File: src/rtl/mips_mc_pkg.sv
// Shared state encoding, opcode/funct constants and control bundle for the multicycle MIPS controller.
// Pure declarations: no latency, no flow control.
package mips_mc_pkg;

  typedef enum logic [3:0] {
    FETCH,
    DECODE,
    MEMADR,
    MEMRD,
    MEMWB,
    MEMWR,
    RTYPEEX,
    RTYPEWB,
    BEQEX,
    ADDIEX,
    ADDIWB,
    JEX
  } state_t;

  localparam logic [5:0] OP_RTYPE = 6'b000000;
  localparam logic [5:0] OP_LW    = 6'b100011;
  localparam logic [5:0] OP_SW    = 6'b101011;
  localparam logic [5:0] OP_BEQ   = 6'b000100;
  localparam logic [5:0] OP_ADDI  = 6'b001000;
  localparam logic [5:0] OP_J     = 6'b000010;

  localparam logic [1:0] ALUOP_ADD   = 2'b00;
  localparam logic [1:0] ALUOP_SUB   = 2'b01;
  localparam logic [1:0] ALUOP_FUNCT = 2'b10;

  localparam logic [5:0] FN_ADD = 6'b100000;
  localparam logic [5:0] FN_SUB = 6'b100010;
  localparam logic [5:0] FN_AND = 6'b100100;
  localparam logic [5:0] FN_OR  = 6'b100101;
  localparam logic [5:0] FN_SLT = 6'b101010;

  localparam logic [2:0] ALUC_AND = 3'b000;
  localparam logic [2:0] ALUC_OR  = 3'b001;
  localparam logic [2:0] ALUC_ADD = 3'b010;
  localparam logic [2:0] ALUC_SUB = 3'b110;
  localparam logic [2:0] ALUC_SLT = 3'b111;

  localparam logic [1:0] SRCB_REG     = 2'b00;
  localparam logic [1:0] SRCB_FOUR    = 2'b01;
  localparam logic [1:0] SRCB_IMM     = 2'b10;
  localparam logic [1:0] SRCB_IMM_SH2 = 2'b11;

  localparam logic [1:0] PCSRC_ALU    = 2'b00;
  localparam logic [1:0] PCSRC_ALUOUT = 2'b01;
  localparam logic [1:0] PCSRC_JUMP   = 2'b10;

  typedef struct packed {
    logic       iord;
    logic       irwrite;
    logic       pcwrite;
    logic       branch;
    logic       alusrca;
    logic [1:0] alusrcb;
    logic [1:0] pcsrc;
    logic       regdst;
    logic       memtoreg;
    logic       regwrite;
    logic       memwrite;
    logic [1:0] aluop;
    logic       illegal_op;
  } ctrl_t;

  function automatic logic is_legal_op(input logic [5:0] op);
    return op inside {OP_RTYPE, OP_LW, OP_SW, OP_BEQ, OP_ADDI, OP_J};
  endfunction

endpackage

File: src/rtl/ALUDecoder.sv
// Maps aluop and the R-type funct field to the 3-bit ALU operation.
// Combinational, zero latency; no flow control.
module ALUDecoder
  import mips_mc_pkg::*;
(
  input  logic [5:0] i_funct,
  input  logic [1:0] i_aluop,
  output logic [2:0] o_alucontrol
);

  always_comb begin
    o_alucontrol = ALUC_ADD;
    case (i_aluop)
      ALUOP_ADD: o_alucontrol = ALUC_ADD;
      ALUOP_SUB: o_alucontrol = ALUC_SUB;
      ALUOP_FUNCT: begin
        case (i_funct)
          FN_ADD:  o_alucontrol = ALUC_ADD;
          FN_SUB:  o_alucontrol = ALUC_SUB;
          FN_AND:  o_alucontrol = ALUC_AND;
          FN_OR:   o_alucontrol = ALUC_OR;
          FN_SLT:  o_alucontrol = ALUC_SLT;
          default: o_alucontrol = ALUC_ADD;
        endcase
      end
      default: o_alucontrol = ALUC_ADD;
    endcase
  end

endmodule

File: src/rtl/mc_output_decode.sv
// State-to-control decode for the multicycle controller; mem_ready only gates the FETCH loads.
// Combinational, zero latency; stalls are expressed by the caller holding state.
module mc_output_decode
  import mips_mc_pkg::*;
(
  input  state_t     i_state,
  input  logic [5:0] i_op,
  input  logic       i_mem_rdy,
  output ctrl_t      o_ctrl
);

  always_comb begin
    o_ctrl = '0;
    case (i_state)
      FETCH: begin
        o_ctrl.alusrcb = SRCB_FOUR;
        o_ctrl.aluop   = ALUOP_ADD;
        o_ctrl.pcsrc   = PCSRC_ALU;
        o_ctrl.irwrite = i_mem_rdy;
        o_ctrl.pcwrite = i_mem_rdy;
      end
      DECODE: begin
        // Precompute the branch target into ALUOut while the opcode is decoded.
        o_ctrl.alusrcb    = SRCB_IMM_SH2;
        o_ctrl.aluop      = ALUOP_ADD;
        o_ctrl.illegal_op = ~is_legal_op(i_op);
      end
      MEMADR: begin
        o_ctrl.alusrca = 1'b1;
        o_ctrl.alusrcb = SRCB_IMM;
        o_ctrl.aluop   = ALUOP_ADD;
      end
      MEMRD: begin
        o_ctrl.iord = 1'b1;
      end
      MEMWB: begin
        o_ctrl.memtoreg = 1'b1;
        o_ctrl.regwrite = 1'b1;
      end
      MEMWR: begin
        o_ctrl.iord     = 1'b1;
        o_ctrl.memwrite = 1'b1;
      end
      RTYPEEX: begin
        o_ctrl.alusrca = 1'b1;
        o_ctrl.alusrcb = SRCB_REG;
        o_ctrl.aluop   = ALUOP_FUNCT;
      end
      RTYPEWB: begin
        o_ctrl.regdst   = 1'b1;
        o_ctrl.regwrite = 1'b1;
      end
      BEQEX: begin
        o_ctrl.alusrca = 1'b1;
        o_ctrl.alusrcb = SRCB_REG;
        o_ctrl.aluop   = ALUOP_SUB;
        o_ctrl.pcsrc   = PCSRC_ALUOUT;
        o_ctrl.branch  = 1'b1;
      end
      ADDIEX: begin
        o_ctrl.alusrca = 1'b1;
        o_ctrl.alusrcb = SRCB_IMM;
        o_ctrl.aluop   = ALUOP_ADD;
      end
      ADDIWB: begin
        o_ctrl.regwrite = 1'b1;
      end
      JEX: begin
        o_ctrl.pcsrc   = PCSRC_JUMP;
        o_ctrl.pcwrite = 1'b1;
      end
      default: o_ctrl = '0;
    endcase
  end

endmodule

File: src/rtl/multicycle_controller.sv
// Moore FSM sequencing fetch/decode/execute/memory/writeback for lw, sw, R-type, beq, addi, j.
// beq/j 3 cycles, R-type/addi/sw 4, lw 5 with mem_ready high; each cycle of mem_ready low in FETCH/MEMRD/MEMWR adds one.
module multicycle_controller
  import mips_mc_pkg::*;
#(
  parameter int unsigned MEM_WAIT_EN = 1
) (
  input  logic       clk,
  input  logic       reset,
  input  logic [5:0] op,
  input  logic [5:0] funct,
  input  logic       zero,
  input  logic       mem_ready,
  output logic       iord,
  output logic       irwrite,
  output logic       pcen,
  output logic       alusrca,
  output logic [1:0] alusrcb,
  output logic [1:0] pcsrc,
  output logic       regdst,
  output logic       memtoreg,
  output logic       regwrite,
  output logic       memwrite,
  output logic [2:0] alucontrol,
  output logic       illegal_op,
  output logic [3:0] state_o
);

  state_t     r_state;
  ctrl_t      w_ctrl;
  logic       w_mem_rdy;
  logic       w_known;
  logic [2:0] w_alucontrol;

  assign w_mem_rdy = (MEM_WAIT_EN != 0) ? mem_ready : 1'b1;

  always_ff @(posedge clk or negedge reset) begin
    if (!reset) begin
      r_state <= FETCH;
    end else begin
      case (r_state)
        FETCH:   if (w_mem_rdy) r_state <= DECODE;
        DECODE: begin
          case (op)
            OP_LW, OP_SW: r_state <= MEMADR;
            OP_RTYPE:     r_state <= RTYPEEX;
            OP_BEQ:       r_state <= BEQEX;
            OP_ADDI:      r_state <= ADDIEX;
            OP_J:         r_state <= JEX;
            default:      r_state <= FETCH;
          endcase
        end
        MEMADR:  r_state <= (op == OP_LW) ? MEMRD : MEMWR;
        MEMRD:   if (w_mem_rdy) r_state <= MEMWB;
        MEMWB:   r_state <= FETCH;
        MEMWR:   if (w_mem_rdy) r_state <= FETCH;
        RTYPEEX: r_state <= RTYPEWB;
        RTYPEWB: r_state <= FETCH;
        BEQEX:   r_state <= FETCH;
        ADDIEX:  r_state <= ADDIWB;
        ADDIWB:  r_state <= FETCH;
        JEX:     r_state <= FETCH;
        default: r_state <= FETCH;
      endcase
    end
  end

  mc_output_decode u_output_decode (
    .i_state   (r_state),
    .i_op      (op),
    .i_mem_rdy (w_mem_rdy),
    .o_ctrl    (w_ctrl)
  );

  ALUDecoder u_alu_decoder (
    .i_funct      (funct),
    .i_aluop      (w_ctrl.aluop),
    .o_alucontrol (w_alucontrol)
  );

  // Unused encodings must drive all-zero, but aluop 00 would otherwise decode to add.
  assign w_known = (r_state <= JEX);

  // Write strobes are gated by reset directly so nothing commits after it asserts.
  assign iord       = w_ctrl.iord;
  assign irwrite    = reset & w_ctrl.irwrite;
  assign pcen       = reset & (w_ctrl.pcwrite | (w_ctrl.branch & zero));
  assign alusrca    = w_ctrl.alusrca;
  assign alusrcb    = w_ctrl.alusrcb;
  assign pcsrc      = w_ctrl.pcsrc;
  assign regdst     = w_ctrl.regdst;
  assign memtoreg   = w_ctrl.memtoreg;
  assign regwrite   = reset & w_ctrl.regwrite;
  assign memwrite   = reset & w_ctrl.memwrite;
  assign illegal_op = reset & w_ctrl.illegal_op;
  assign alucontrol = w_known ? w_alucontrol : 3'b000;
  assign state_o    = r_state;

endmodule

File: config.mk
export PLATFORM = sky130hd
export DESIGN_NAME = multicycle_controller
export DESIGN_NICKNAME = d
export VERILOG_FILES = /design/src/rtl/mips_mc_pkg.sv /design/src/rtl/ALUDecoder.sv /design/src/rtl/mc_output_decode.sv /design/src/rtl/multicycle_controller.sv
export SDC_FILE = /design/constraint.sdc
export NUM_CORES = 1
export LEC_CHECK = 0
export BUFFER_PORTS_ARGS = -buffer_cell sky130_fd_sc_hd__clkbuf_2
export CORE_MARGIN = 10
export CORE_UTILIZATION = 38
export CTS_CLUSTER_SIZE = 20
export DETAILED_ROUTE_END_ITERATION = 10
export GPL_TIMING_DRIVEN = 1
export PLACE_DENSITY = 0.77
export REMOVE_ABC_BUFFERS = 1
export SKIP_LAST_GASP = 1
export SLEW_MARGIN = 20
export SYNTH_ARGS = -nofsm -noshare
export SYNTH_HDL_FRONTEND = slang
export SYNTH_SLANG_ARGS = --single-unit
File: constraint.sdc
create_clock -name clk -period 1.6 [get_ports clk]
set_input_delay 0 -clock clk [delete_from_list [all_inputs] [get_ports clk]]
set_output_delay 0 -clock clk [all_outputs]
set_load 0.05 [all_outputs]
==> impl_results.html <==
<table>
<tr><th>Metric</th><th>Value</th></tr>
<tr><th colspan="2">Synthesis</th></tr>
<tr><td>Largest family of logic cells by synthesized area</td><td>simple AND/OR/NAND/NOR gates</td></tr>
<tr><td>Sequential cell area fraction in the yosys report</td><td>0.1623</td></tr>
<tr><td>Number of synthesized flops with an enable pin</td><td>0</td></tr>
<tr><td>Arithmetic-cell share of the synthesized area counting full adders, half adders and majority gates</td><td>0.04057</td></tr>
<tr><td>Number of instances in the synthesized netlist</td><td>88</td></tr>
<tr><td>Cell types with the largest area share after synthesis</td><td>sky130_fd_sc_hd__dfrtp_1 16%, sky130_fd_sc_hd__nor3_1 7.3%, sky130_fd_sc_hd__nand3_1 6.5%</td></tr>
<tr><td>Flop and latch count out of synthesis</td><td>4</td></tr>
<tr><td>Asr flop ratio synth</td><td>1.000</td></tr>
<tr><td>Synth area leader</td><td>sky130_fd_sc_hd__dfrtp_1</td></tr>
<tr><td>Dominant cell by count in the synthesized netlist</td><td>sky130_fd_sc_hd__nor3_1</td></tr>
<tr><td>Portion of synthesized cell area occupied by the leading cell type</td><td>0.1623</td></tr>
<tr><td>Share of cell area taken by muxes after synthesis</td><td>0.03245</td></tr>
<tr><td>Post-synthesis instance area</td><td>616.8 um2</td></tr>
<tr><td>Synthesized-area fraction occupied by ao, oa, aoi and oai cells</td><td>0.2637</td></tr>
<tr><td>Ys flop type</td><td>sky130_fd_sc_hd__dfrtp_1</td></tr>
<tr><td>Commonest cells in the synthesized netlist</td><td>9 x sky130_fd_sc_hd__nor3_1, 8 x sky130_fd_sc_hd__nand3_1, 7 x sky130_fd_sc_hd__nor2_1, 6 x sky130_fd_sc_hd__inv_1</td></tr>
<tr><td>Post-synthesis share of cell area spent on xor and xnor gates</td><td>0.04260</td></tr>
<tr><td>Synthesis warning total</td><td>0</td></tr>
<tr><td>Count of cell types in the netlist</td><td>33</td></tr>
<tr><td>Synth Area per Inst</td><td>7.010 um2</td></tr>
<tr><td>Simple-gate share of the synthesized area</td><td>0.3611</td></tr>
<tr><th colspan="2">Clocking</th></tr>
<tr><td>Number of buffers inserted during clock tree synthesis</td><td>3</td></tr>
<tr><td>Clock sink count</td><td>4</td></tr>
<tr><td>Clk Latency, worst-skew pair</td><td>250 ps</td></tr>
<tr><td>Clock tree from TritonCTS</td><td>yes</td></tr>
<tr><td>Clock edge transition at the registers on the reported setup and hold paths</td><td>40 ps</td></tr>
<tr><td>Max Buffers Root-to-Sink</td><td>2</td></tr>
<tr><td>Clk Tree Root Cell</td><td>sky130_fd_sc_hd__clkbuf_4</td></tr>
<tr><td>H-tree depth</td><td>1</td></tr>
<tr><th colspan="2">GRT</th></tr>
<tr><td>Gr ovfl total</td><td>0</td></tr>
<tr><td>Vias in the first global route</td><td>880</td></tr>
<tr><td>Overall Global Routing Usage</td><td>0.1391</td></tr>
<tr><td>Largest net degree at the start of global routing</td><td>15</td></tr>
<tr><td>Initial antenna violation count</td><td>0</td></tr>
<tr><td>Global-route wire length before repair</td><td>4.015 mm</td></tr>
<tr><th colspan="2">Cells and area</th></tr>
<tr><td>Number of nets in the finished design</td><td>159</td></tr>
<tr><td>Share of post-route cells with drive strength above 1</td><td>0.5108</td></tr>
<tr><td>Antenna fix cells</td><td>0</td></tr>
<tr><td>Number of flip-flops under the largest register name</td><td>4</td></tr>
<tr><td>Area growth syn-to-layout</td><td>80.73%</td></tr>
<tr><th colspan="2">Worst setup path</th></tr>
<tr><td>Max FO, Critical Path</td><td>2</td></tr>
<tr><td>Required time reported for the critical path endpoint</td><td>1600 ps</td></tr>
<tr><td>Cell with the most instances on the worst path</td><td>sky130_fd_sc_hd__buf_4</td></tr>
<tr><td>Critical path class</td><td>flop to output pin</td></tr>
<tr><td>Kind of cell with the highest combined delay on the critical path</td><td>simple AND/OR/NAND/NOR gates</td></tr>
<tr><td>Crit path max-delay cell type</td><td>sky130_fd_sc_hd__dfrtp_1</td></tr>
<tr><td>Logic depth of the worst register-to-register path</td><td>5</td></tr>
<tr><td>Worst path depth</td><td>8</td></tr>
<tr><td>Largest stage delay on the critical path</td><td>390 ps</td></tr>
<tr><td>Element type at the critical path end</td><td>output pin</td></tr>
<tr><td>Worst path bufs/invs</td><td>3</td></tr>
<tr><td>WP data arrival</td><td>2040 ps</td></tr>
<tr><td>Nature of the critical path startpoint</td><td>flop</td></tr>
<tr><td>Series of cell instances along the critical path</td><td>buf_4 &gt; nor2_1 &gt; nand3_2 &gt; ha_4 &gt; a21o_1 &gt; nor3_2 &gt; buf_4 &gt; buf_12</td></tr>
<tr><th colspan="2">Timing</th></tr>
<tr><td>Final Max Slew Viols</td><td>0</td></tr>
<tr><td>Relative slew slack</td><td>0.7397</td></tr>
<tr><td>Setup WS post-layout</td><td>-444.2 ps</td></tr>
<tr><td>Clock Skew</td><td>5.208 ps</td></tr>
<tr><td>Total setup violations reported at the end of the flow</td><td>5</td></tr>
<tr><td>Setup repair after global routing missed its margin</td><td>true</td></tr>
<tr><td>Share of the clock period used by the worst path</td><td>1.278</td></tr>
<tr><td>Final hold vios</td><td>0</td></tr>
<tr><td>Slew at the pin closest to its max-slew limit</td><td>389.6 ps</td></tr>
<tr><td>FMAX</td><td>489.2 MHz</td></tr>
<tr><td>Final critical-path required period</td><td>2044 ps</td></tr>
<tr><th colspan="2">Detailed routing</th></tr>
<tr><td>Wire length on met2</td><td>1.395 mm</td></tr>
<tr><td>Routed Wire Length</td><td>2.610 mm</td></tr>
<tr><td>Top layer reached by signal wires</td><td>met4</td></tr>
<tr><td>Number of DRC violations after detailed-routing iteration 0</td><td>49</td></tr>
<tr><td>Detailed-route vias per instance</td><td>5.845</td></tr>
<tr><td>Wire length per cell after detailed routing</td><td>16.84 um</td></tr>
<tr><td>Number of nets with antenna violations after detailed routing</td><td>0</td></tr>
<tr><td>First drt pass iteration count</td><td>4</td></tr>
<tr><td>Met1 layer wirelength in the final routing</td><td>979 um</td></tr>
<tr><td>Number of design rule violations left after detail routing</td><td>0</td></tr>
<tr><td>Length of routed met3 wiring</td><td>201 um</td></tr>
<tr><td>Via total after detailed routing</td><td>906</td></tr>
<tr><th colspan="2">Die</th></tr>
<tr><td>Top-level port count</td><td>36</td></tr>
<tr><td>Die footprint</td><td>0.003635 mm2</td></tr>
<tr><td>Placeable core region</td><td>0.001524 mm2</td></tr>
<tr><td>Die Wd</td><td>60.29 um</td></tr>
<tr><td>Initial core utilization</td><td>0.4048</td></tr>
<tr><td>Die Y-Extent</td><td>60.29 um</td></tr>
<tr><td>Cell Rows</td><td>14</td></tr>
<tr><th colspan="2">Pwr</th></tr>
<tr><td>Static Leak</td><td>0.4956 nW</td></tr>
<tr><td>Power share of the clock group</td><td>0.167</td></tr>
<tr><td>Worst-case vdd ir drop</td><td>0.0006153 V</td></tr>
<tr><td>Psw</td><td>0.4109 mW</td></tr>
<tr><td>Switching power share of the total</td><td>0.5042</td></tr>
<tr><td>Combinational Power Share</td><td>0.682</td></tr>
<tr><td>Power Total</td><td>0.8150 mW</td></tr>
<tr><td>Internal power of the cells</td><td>0.4040 mW</td></tr>
<tr><td>Sequential share of power</td><td>0.151</td></tr>
<tr><td>Power density over the cells</td><td>731.0 mW/mm2</td></tr>
<tr><th colspan="2">Placement</th></tr>
<tr><td>Setup slack after placement</td><td>-167.8 ps</td></tr>
<tr><td>Final estimated routing congestion in global placement</td><td>0.9087</td></tr>
<tr><td>Final HPWL from detailed placement</td><td>1.801 mm</td></tr>
<tr><td>Count of buffers inserted at the top-level ports</td><td>35</td></tr>
<tr><th colspan="2">Flow run</th></tr>
<tr><td>Max-cap check violation count</td><td>0</td></tr>
<tr><th colspan="2">Status</th></tr>
<tr><td>Violated checks</td><td>setup timing</td></tr>
<tr><td>Status</td><td>finished, violations left</td></tr>
<tr><th colspan="2">Worst hold path</th></tr>
<tr><td>Tightest Hold Check Type</td><td>input pin to asynchronous set/reset pin</td></tr>
</table>
-- worst reg2reg max path, delay by kind of cell (launching register included) --
family          cells  cell delay, ps
simple gates        2             540
buf+inv             2             380
flops               1             370
compound gates      1              70
-- power groups by stage --
stage / clock network, mW / registers [mW] / logic (mW)
after detailed placement: 0 / 0.120 / 0.468
after CTS: 0.131 / 0.120 / 0.498
after global placement: 0 / 0.119 / 0.462
after floorplan: 0 / 0.185 / 0.236
after global routing: 0.139 / 0.124 / 0.596
final: 0.136 / 0.123 / 0.556
-- cell families (layout without fill, tap and decap cells) --
kind of cell,after synthesis,after routing
fa+ha+maj,2,2
mux,2,2
xor+xnor,3,3
simple gates,43,43
buf+inv,10,61
flops,4,4
compound gates,24,24
-- cell type report --
class / instances / area, um2
clock buffers: 3 / 22.52
fillers: 111 / 409.1
inverters: 6 / 22.52
multi-input cells: 74 / 561.8
flip-flops and latches: 4 / 100.1
well taps: 16 / 20.02
repair buffers: 52 / 387.9
-- stage by stage --
step / hold slack [ps] / instance area, um2 / TNS, ps / cells / utilization
after floorplan: -295.6 / 579.3 / -7169 / 84 / -
after global placement: -164.0 / 909.6 / -149.3 / 149 / 0.5969
after detailed placement: -162.7 / 909.6 / -266.8 / 149 / 0.5969
after CTS: 107.0 / 1030 / -847.1 / 154 / 0.6757
after global routing: 161.8 / 1115 / -1836 / 155 / 0.7315
final: 127.3 / 1115 / -1271 / 155 / 0.7315
-- path summary, 6_finish.rpt --
check | start | end | slack [ps]
worst max-delay path | state_o[0] | alucontrol[0] | -440
worst min-delay path | reset | state_o[0] | 130
worst max register to register | state_o[3] | state_o[2] | 140
worst min register to register | state_o[3] | state_o[0] | 670
max in group asynchronous | reset | state_o[1] | 1290
min in group clk | mem_ready | state_o[2] | 130
-- placed cells by master, fill, tap and decap left out, types with 2 or more instances in the layout --
| cell | synthesis | final |
|---|---|---|
| sky130_fd_sc_hd__clkbuf_4 | 0 | 5 |
| sky130_fd_sc_hd__buf_8 | 0 | 2 |
| sky130_fd_sc_hd__nor3_1 | 9 | 8 |
| sky130_fd_sc_hd__o211ai_1 | 3 | 3 |
| sky130_fd_sc_hd__nand2b_1 | 3 | 2 |
| sky130_fd_sc_hd__nor2_1 | 7 | 6 |
| sky130_fd_sc_hd__inv_1 | 6 | 5 |
| sky130_fd_sc_hd__o21ai_0 | 4 | 4 |
| sky130_fd_sc_hd__nand3_2 | 0 | 2 |
| sky130_fd_sc_hd__mux2i_1 | 2 | 2 |
| sky130_fd_sc_hd__nand3_1 | 8 | 6 |
| sky130_fd_sc_hd__dfrtp_1 | 4 | 4 |
| sky130_fd_sc_hd__buf_6 | 3 | 3 |
| sky130_fd_sc_hd__nor3b_1 | 2 | 2 |
| sky130_fd_sc_hd__and3_1 | 2 | 2 |
| sky130_fd_sc_hd__buf_12 | 0 | 2 |
| sky130_fd_sc_hd__a31oi_1 | 3 | 3 |
| sky130_fd_sc_hd__xor2_1 | 2 | 2 |
| sky130_fd_sc_hd__a21oi_1 | 5 | 3 |
| sky130_fd_sc_hd__a21oi_2 | 0 | 2 |
| sky130_fd_sc_hd__nand2_1 | 5 | 4 |
| sky130_fd_sc_hd__buf_4 | 0 | 16 |
| sky130_fd_sc_hd__clkbuf_2 | 0 | 25 |
| sky130_fd_sc_hd__ha_4 | 0 | 2 |
-- routing by layer --
layer | GRT usage | vias to the layer above
li1 | - | 434
met4 | 0.03846 | 0
met5 | 0 | -
met3 | 0.01483 | 4
met1 | 0.1728 | 426
met2 | 0.2426 | 42
-- what timing repair did --
item,in CTS,in global routing
gates cloned,0,0
hold buffers,1,0
hold endpoints to repair,4,0
gates resized for setup,17,26
setup endpoints to repair,6,10
pin swaps,2,2
buffers inserted,1,1
Power figures use the tool's default switching activity.
